$ cat src/rtl/smachine_pkg.sv
// Shared opcode constants, state encoding and decode helpers for the sequencer.
package smachine_pkg;

  typedef enum logic [2:0] {
    StIdle   = 3'd0,
    StFetch  = 3'd1,
    StExec   = 3'd2,
    StMem    = 3'd3,
    StHalted = 3'd4
  } state_e;

  localparam logic [3:0] OpNop   = 4'h0;
  localparam logic [3:0] OpLoad  = 4'h1;
  localparam logic [3:0] OpStore = 4'h2;
  localparam logic [3:0] OpJmp   = 4'h3;
  localparam logic [3:0] OpBrz   = 4'h4;
  localparam logic [3:0] OpHalt  = 4'hF;

  function automatic logic is_mem_op(input logic [3:0] op);
    return (op == OpLoad) || (op == OpStore);
  endfunction

endpackage

$ cat src/rtl/smachine_seq.sv
// Fetch/execute sequencer: fetches an instruction, sequences the data-memory
// access for LOAD/STORE, updates the PC and counts retired instructions.
module smachine_seq
  import smachine_pkg::*;
#(
  parameter int unsigned DATA_W = 16,
  parameter int unsigned ADDR_W = 8,
  parameter int unsigned CNT_W  = 8
) (
  input  logic              clk,
  input  logic              reset_n,
  input  logic              enable,
  input  logic              step,
  output logic              inst_req,
  output logic [ADDR_W-1:0] PC,
  input  logic              inst_valid,
  input  logic [DATA_W-1:0] inst,
  output logic              mem_req,
  output logic              read_write,
  output logic [ADDR_W-1:0] addr,
  output logic [DATA_W-1:0] data_out_memory,
  input  logic [DATA_W-1:0] data_in_memory,
  input  logic              mem_ack,
  input  logic [DATA_W-1:0] acc_in,
  output logic              ex_valid,
  output logic [DATA_W-1:0] ld_data,
  output logic              halted,
  output logic [CNT_W-1:0]  count
);

  state_e            state;
  logic [3:0]        op_q;
  logic [ADDR_W-1:0] operand_q;
  logic              step_pend;
  logic [ADDR_W-1:0] pc_inc;
  logic              unused_inst;

  assign pc_inc          = PC + ADDR_W'(1);
  assign data_out_memory = acc_in;
  // Only the opcode and operand fields of the instruction word are decoded.
  assign unused_inst     = ^inst;

  always_ff @(posedge clk) begin
    if (!reset_n) begin
      state      <= StIdle;
      op_q       <= 4'h0;
      operand_q  <= '0;
      step_pend  <= 1'b0;
      inst_req   <= 1'b0;
      PC         <= '0;
      mem_req    <= 1'b0;
      read_write <= 1'b0;
      addr       <= '0;
      ex_valid   <= 1'b0;
      ld_data    <= '0;
      halted     <= 1'b0;
      count      <= '0;
    end else begin
      ex_valid <= 1'b0;
      unique case (state)
        StIdle: begin
          if (enable || step || step_pend) begin
            state    <= StFetch;
            inst_req <= 1'b1;
            if (step) step_pend <= 1'b1;
          end
        end

        StFetch: begin
          if (inst_req && inst_valid) begin
            op_q      <= inst[DATA_W-1 -: 4];
            operand_q <= inst[ADDR_W-1:0];
            inst_req  <= 1'b0;
            state     <= StExec;
          end
        end

        StExec: begin
          if (is_mem_op(op_q)) begin
            state      <= StMem;
            mem_req    <= 1'b1;
            addr       <= operand_q;
            read_write <= (op_q == OpStore);
          end else begin
            ex_valid  <= 1'b1;
            count     <= count + CNT_W'(1);
            step_pend <= 1'b0;
            case (op_q)
              OpJmp:   PC <= operand_q;
              OpBrz:   PC <= (acc_in == '0) ? operand_q : pc_inc;
              OpHalt:  PC <= PC;
              default: PC <= pc_inc;
            endcase
            if (op_q == OpHalt) begin
              state  <= StHalted;
              halted <= 1'b1;
            end else begin
              // Dropping enable lets the current instruction finish, then parks.
              state    <= enable ? StFetch : StIdle;
              inst_req <= enable;
            end
          end
        end

        StMem: begin
          if (mem_ack) begin
            mem_req   <= 1'b0;
            if (op_q == OpLoad) ld_data <= data_in_memory;
            PC        <= pc_inc;
            ex_valid  <= 1'b1;
            count     <= count + CNT_W'(1);
            step_pend <= 1'b0;
            state     <= enable ? StFetch : StIdle;
            inst_req  <= enable;
          end
        end

        StHalted: begin
          state <= StHalted;
        end

        default: state <= StIdle;
      endcase
    end
  end

endmodule

$ cat config.mk
export PLATFORM = sky130hd
export DESIGN_NAME = smachine_seq
export DESIGN_NICKNAME = d
export VERILOG_FILES = /design/src/rtl/smachine_pkg.sv /design/src/rtl/smachine_seq.sv
export SDC_FILE = /design/constraint.sdc
export NUM_CORES = 1
export LEC_CHECK = 0
export ABC_AREA = 1
export CAP_MARGIN = 20
export CORE_ASPECT_RATIO = 1.25
export CORE_MARGIN = 3
export CORE_UTILIZATION = 49
export CTS_BUF_LIST = sky130_fd_sc_hd__clkbuf_2
export DETAILED_ROUTE_END_ITERATION = 8
export PLACE_DENSITY = 0.9
export SLEW_MARGIN = 5
export SYNTH_ARGS = -nofsm -noshare
export SYNTH_HDL_FRONTEND = slang
export SYNTH_SLANG_ARGS = --single-unit
$ cat constraint.sdc
create_clock -name clk -period 2.2 [get_ports clk]
set_clock_uncertainty 0.1 [all_clocks]
set_input_delay 0.44 -clock clk [delete_from_list [all_inputs] [get_ports clk]]
set_output_delay 0.44 -clock clk [all_outputs]
set_load 0.02 [all_outputs]
# == Word-level counts from Yosys, hierarchy flattened ==
# Index checks and enable logic that the tools add are counted.
# classes
n_bitwise,1
n_addsub,2
eq_ne,16
n_reduce_logical,19
n_mul,0
n_lt_le_gt_ge,0
n_mux,31
n_div,0
shift,0
# ops
operator,count
$mux 8,5
$pmux 8 s2,2
$pmux 8 s3,1
$add 8x1->8 const B,2
$logic_not 16->1,1
$mux 3,5
$pmux 3 s5,1
$reduce_and 3->1,5
$ne 2x2->1 const B,7
$mux 1,13
$eq 4x2->1 const B,2
$eq 3x2->1 const B,2
$reduce_and 6->1,1
$reduce_and 5->1,1
$eq 4x1->1 const B,1
$eq 4x3->1 const B,1
$eq 4x4->1 const B,1
$pmux 1 s2,2
$pmux 1 s4,1
$reduce_and 2->1,2
$reduce_and 4->1,1
$reduce_bool 4->1,1
$eq 3x1->1 const B,1
$eq 3x3->1 const B,1
other kinds (7),9
# word_totals
rom_bits,0
word_cells,82
memories,0
latchBits,0
ram_bits,0
ff_bits,61
input_bits,54
out_inout_bits,61

# == Longest topological paths before layout ==
# Gate-level depths: netlist of the first run.
# logic_depth
word_depth,5
mapped_depth,11
ltp_nobuf,11

# == Least setup slack after synthesis of the first run ==
# No wires, ideal clock.
# synth_timing
kind,flip-flop to flip-flop
start,register PC[0]
end,register PC[6]
required_time_ps,1982
arrival_ps,1296
setup_ps,118
synth_period_minus_slack_ps,1514
n_path_buf,0
path_stages_with_launch,9
path_slack_ps,686
path_cell_list,dfxtp_1 ha_1 nand2_1 inv_1 nand3_1 nand2_1 nand2_1 a21oi_1 a21oi_2
# synth_via
elab_chain_len,5
# synth_rtl
item,line,rtl
start: declaration,smachine_seq.sv:15,"output logic [ADDR_W-1:0] PC,"
start signal: assignment,smachine_seq.sv:89,OpJmp: PC <= operand_q;
start signal: assignment,smachine_seq.sv:90,OpBrz: PC <= (acc_in == '0) ? operand_q : pc_inc;
start signal: assignment,smachine_seq.sv:92,default: PC <= pc_inc;
$add 8x1->8 (*),smachine_seq.sv:38,assign pc_inc = PC + ADDR_W'(1);
$mux 8,smachine_seq.sv:90,
$pmux 8 s3,smachine_seq.sv:88,case (op_q)
$mux 8,smachine_seq.sv:79,if (is_mem_op(op_q)) begin
$pmux 8 s2 (*),smachine_seq.sv:60,unique case (state)
# Mark *: on every way between the ends. The rest lies on a longest branch, timed or not. The select of a mux whose other input is x is not followed.
# A chain may end at the register's enable or synchronous reset.

# == Worst setup path in the final report of the first run ==
# layout_timing
start,register count[0]
end,output port count[0]
# layout_rtl
item,line,rtl
start: declaration,smachine_seq.sv:28,output logic [CNT_W-1:0] count
start signal: assignment,smachine_seq.sv:86,count <= count + CNT_W'(1);
start signal: assignment,smachine_seq.sv:111,count <= count + CNT_W'(1);
# No word-level cell between the ends.

==> results of run 1 <==
## placed cells by master (no fill, tap or decap), drive strengths merged
master         instances
dfxtp                 61
ha                     2
clkinvlp               1
buf                    7
nor3                   7
clkdlybuf4s50        108
o21ai                 51
nand2                 57
xnor2                  1
inv                   39
a21boi                 2
clkinv                 3
dlymetal6s2s           1
dlygate4sd2            1
nand4                  5
nor2                 105
nand3b                 1
or2                    1
a21oi                 25
o21a                   2
bufinv                 2
nand3                 25
clkbuf                10
## layer usage
| metal | share of wire [%] | GRT usage (%) | up-vias |
|---|---|---|---|
| li1 | - | - | 1516 |
| met1 | 40 | 25.0 | 1331 |
| met2 | 51 | 40.4 | 120 |
| met3 | 7.2 | 6.19 | 11 |
| met4 | 1.7 | 7.42 | 0 |
| met5 | 0 | 0 | - |
## power by group through the flow
stage / logic, mW / registers, mW / clock network (mW)
CTS: 0.975 / 1.36 / 0.817
finish: 0.974 / 1.36 / 0.799
floorplan: 0.571 / 1.43 / 0
global route: 1.09 / 1.38 / 0.867
detailed placement: 0.970 / 1.38 / 0
global placement: 0.941 / 1.37 / 0
## flip-flops by register name, summed over array words and instances, names as in the netlist
register,cells
PC,8
addr,8
count,8
ex_valid,1
halted,1
inst_req,1
ld_data,16
mem_req,1
op_q,4
operand_q,8
read_write,1
state,3
step_pend,1
## worst min-delay path by stage
| stage | start | end | slack [ns] | depth (start not counted) |
|---|---|---|---|---|
| floorplan | step_pend | step_pend | 0.34 | 2 |
| global route | inst[0] | operand_q[0] | 0.34 | 3 |
| global placement | step_pend | step_pend | 0.35 | 2 |
| CTS | read_write | read_write | 0.38 | 2 |
| finish | read_write | read_write | 0.38 | 2 |
| detailed placement | read_write | read_write | 0.36 | 2 |
## metrics by stage
step / util (%) / power (mW) / setup WS [ns] / instances / hold slack, ns
finish: 73.2 / 3.13 / 0.0875 / 581 / 0.381
global route: 73.2 / 3.33 / 0.00620 / 581 / 0.343
CTS: 73.2 / 3.15 / 0.0403 / 581 / 0.383
detailed placement: 70.8 / 2.35 / 0.0953 / 565 / 0.356
global placement: 70.8 / 2.31 / 0.118 / 565 / 0.354
floorplan: - / 2.01 / 0.686 / 413 / 0.341
## layout make-up
cell class | count | area [µm²]
Tap cell | 64 | 80.1
Fill cell | 464 | 1500
Clock inverter | 6 | 86.3
Multi-Input combinational cell | 284 | 1360
Clock buffer | 10 | 50.0
Inverter | 39 | 148
Timing Repair Buffer | 117 | 1150
Sequential cell | 61 | 1220
## cell families (layout without fill, tap and decap cells)
| group | after synthesis | in the layout |
|---|---|---|
| compound gates | 80 | 80 |
| xor+xnor | 1 | 1 |
| fa+ha+maj | 2 | 2 |
| buf+inv | 68 | 172 |
| flops | 61 | 61 |
| simple gates | 201 | 201 |
## worst register-to-register path, stage by stage, from the launching register on
cell	delay, ns
dfxtp_1	0.38
nor2_2	0.20
nand3_1	0.16
nand2_1	0.10
nand2_1	0.06
inv_1	0.29
o21ai_0	0.15
a21oi_1	0.20
## timing repair
action / in CTS / in global routing
cloned: 0 / 0
resized for setup: 1 / 1
setup endpoints to repair: 1 / 1
==> results.md, run 1 <==
- Status: finished, final reports clean
- Iter 0 DRT Violations: 147
- Pwr dens: 764 mW/mm²
- RSZ-0062 raised after global routing: no
- Core Area: 0.00559 mm²
- Buffers & Inverters on Critical Path: 1
- Critical path depth: 1
- RD Place Congestion: 0.890
- Post-synthesis mux area share: 0%
- Vias in the first global route: 2811
- Crit. Startpoint: count[0]
- Worst path top cell family by delay: buffers and inverters
- Critical-path top delay cell: clkdlybuf4s50_1
- Flop2flop setup slack: 0.48 ns
- Ys flop type: dfxtp_1
- Setup TNS: 0 ns
- Most frequent cells after synthesis: 102 x nor2_1, 61 x dfxtp_1, 54 x nand2_1
- Die W: 75.1 µm
- Synth Instances: 413
- Critical Path End: count[0]
- Die footprint: 0.00694 mm²
- Seq/Total Area, Yosys: 41.8%
- Actual slew at the worst max-slew pin: 0.409 ns
- Initial core utilization: 52.3%
- Placed Instance Area: 0.00396 mm²
- Design area: 0.00410 mm²
- Hold Buf Count CTS: 0
- Layout Nets: 568
- Bufs on Longest Clock Path: 2
- Most common cell in the netlist: nor2_1
- Logic pwr share: 31.1%
- # rows: 30
- I/O Buffers: 110
- Yosys Warn Count: 0
- Critical path type: register to output port
- Layout cell share with drive strength beyond 1: 9.09%
- Worst-path cell chain: clkdlybuf4s50_1
- Pre-antenna DRT Iters: 4
- Synth Area in Compound Gates: 15.1%
- Cell internal pwr: 2.03 mW
- Synth Area in Adders: 0.856%
- H-tree Lvls: 3
- HPWL Detailed: 5.74 mm
- Crit path time final: 2.11 ns
- Reg2reg path depth: 7
- Max_cap viols: 0
- Vias: 2978
- Net Sw Frac: 35.2%
- Worst-Skew Late Latency: 0.50 ns
- Post-synthesis simple-gate area fraction: 30.2%
- #FFs+latches synth: 61
- Worst R2R Start: op_q[2]
- Switching pwr: 1.10 mW
- Synth Area in XOR/XNOR: 0.300%
- Routed vias/inst: 5.13
- Post-Synthesis Cell Area: 0.00292 mm²
- Main combinational cell family by area after synthesis: simple AND/OR/NAND/NOR gates
- Leakage Power: 1.68 nW
- Max IR drop VDD: 0.678 mV
- GRT Total Usage: 22.6%
- First-pass GRT wire length: 12.3 mm
- Die H: 92.4 µm
- Routed wire length: 7.58 mm
- Final ANT Viol Nets: 0
- FF-to-FF End: state[1]
- Root buf cell: clkbuf_2
- Initial antenna violation count: 0
- WP data arrival: 1.57 ns
- CP Data Required Time: 1.66 ns
- Reg clk slew, reported paths: 0.16 ns
- Headroom to the max-slew limit: 72.7%
- Grt ovf: 0
- Min-delay worst type: register to register
- Ports: 115
- Flop pwr share: 43.4%
- Setup Buffers After CTS: 0
- Worst Setup Start Kind: register
- Syn Area/Cell: 7.08 µm²
- Final Hold Fails: 0
- Final Setup Violations: 0
- Largest net degree at the start of global routing: 22
- Routed wire per std cell: 13.1 µm
- Crit-path max FO: 5
- CTS Sinks: 61
- Ys async rst share: 0%
- Fmax: 0.473 GHz
- CTS tree: done
- Part of the power in the clock network: 25.5%
- Total CTS buffers: 9
- Post-synth EDFFs: 0
- Final worst-path cycle share: 96.0%
- CP peak stage delay: 0.64 ns
- Syn nets: 469
- Max-slew violations: 0
- Worst setup EP type: output port
- Synth area leader: dfxtp_1
- Synth top area share: 41.8%
- Area grow syn2layout: 40.1%
- DRC: 0
- Unique masters post-synth: 32
- Ant diodes: 0
- Largest cells by area after synthesis: dfxtp_1 42%, nor2_1 13%, o21ai_0 7.9%
Power figures use the tool's default switching activity.
==> run 2, diff against run 1 <==
--- a/config.mk
+++ b/config.mk
@@ -6,7 +6,6 @@
 export NUM_CORES = 1
 export LEC_CHECK = 0
 export ABC_AREA = 1
-export CAP_MARGIN = 20
 export CORE_ASPECT_RATIO = 1.25
 export CORE_MARGIN = 3
 export CORE_UTILIZATION = 49
==> results of run 2 <==
Same layout as run 1: the final DEF is identical, and so are final timing and power.
==> run 3, diff against run 2 <==
--- a/config.mk
+++ b/config.mk
@@ -6,6 +6,7 @@
 export NUM_CORES = 1
 export LEC_CHECK = 0
 export ABC_AREA = 1
+export CAP_MARGIN = 15
 export CORE_ASPECT_RATIO = 1.25
 export CORE_MARGIN = 3
 export CORE_UTILIZATION = 49
==> results of run 3 <==
Same layout as run 1: the final DEF is identical, and so are final timing and power.
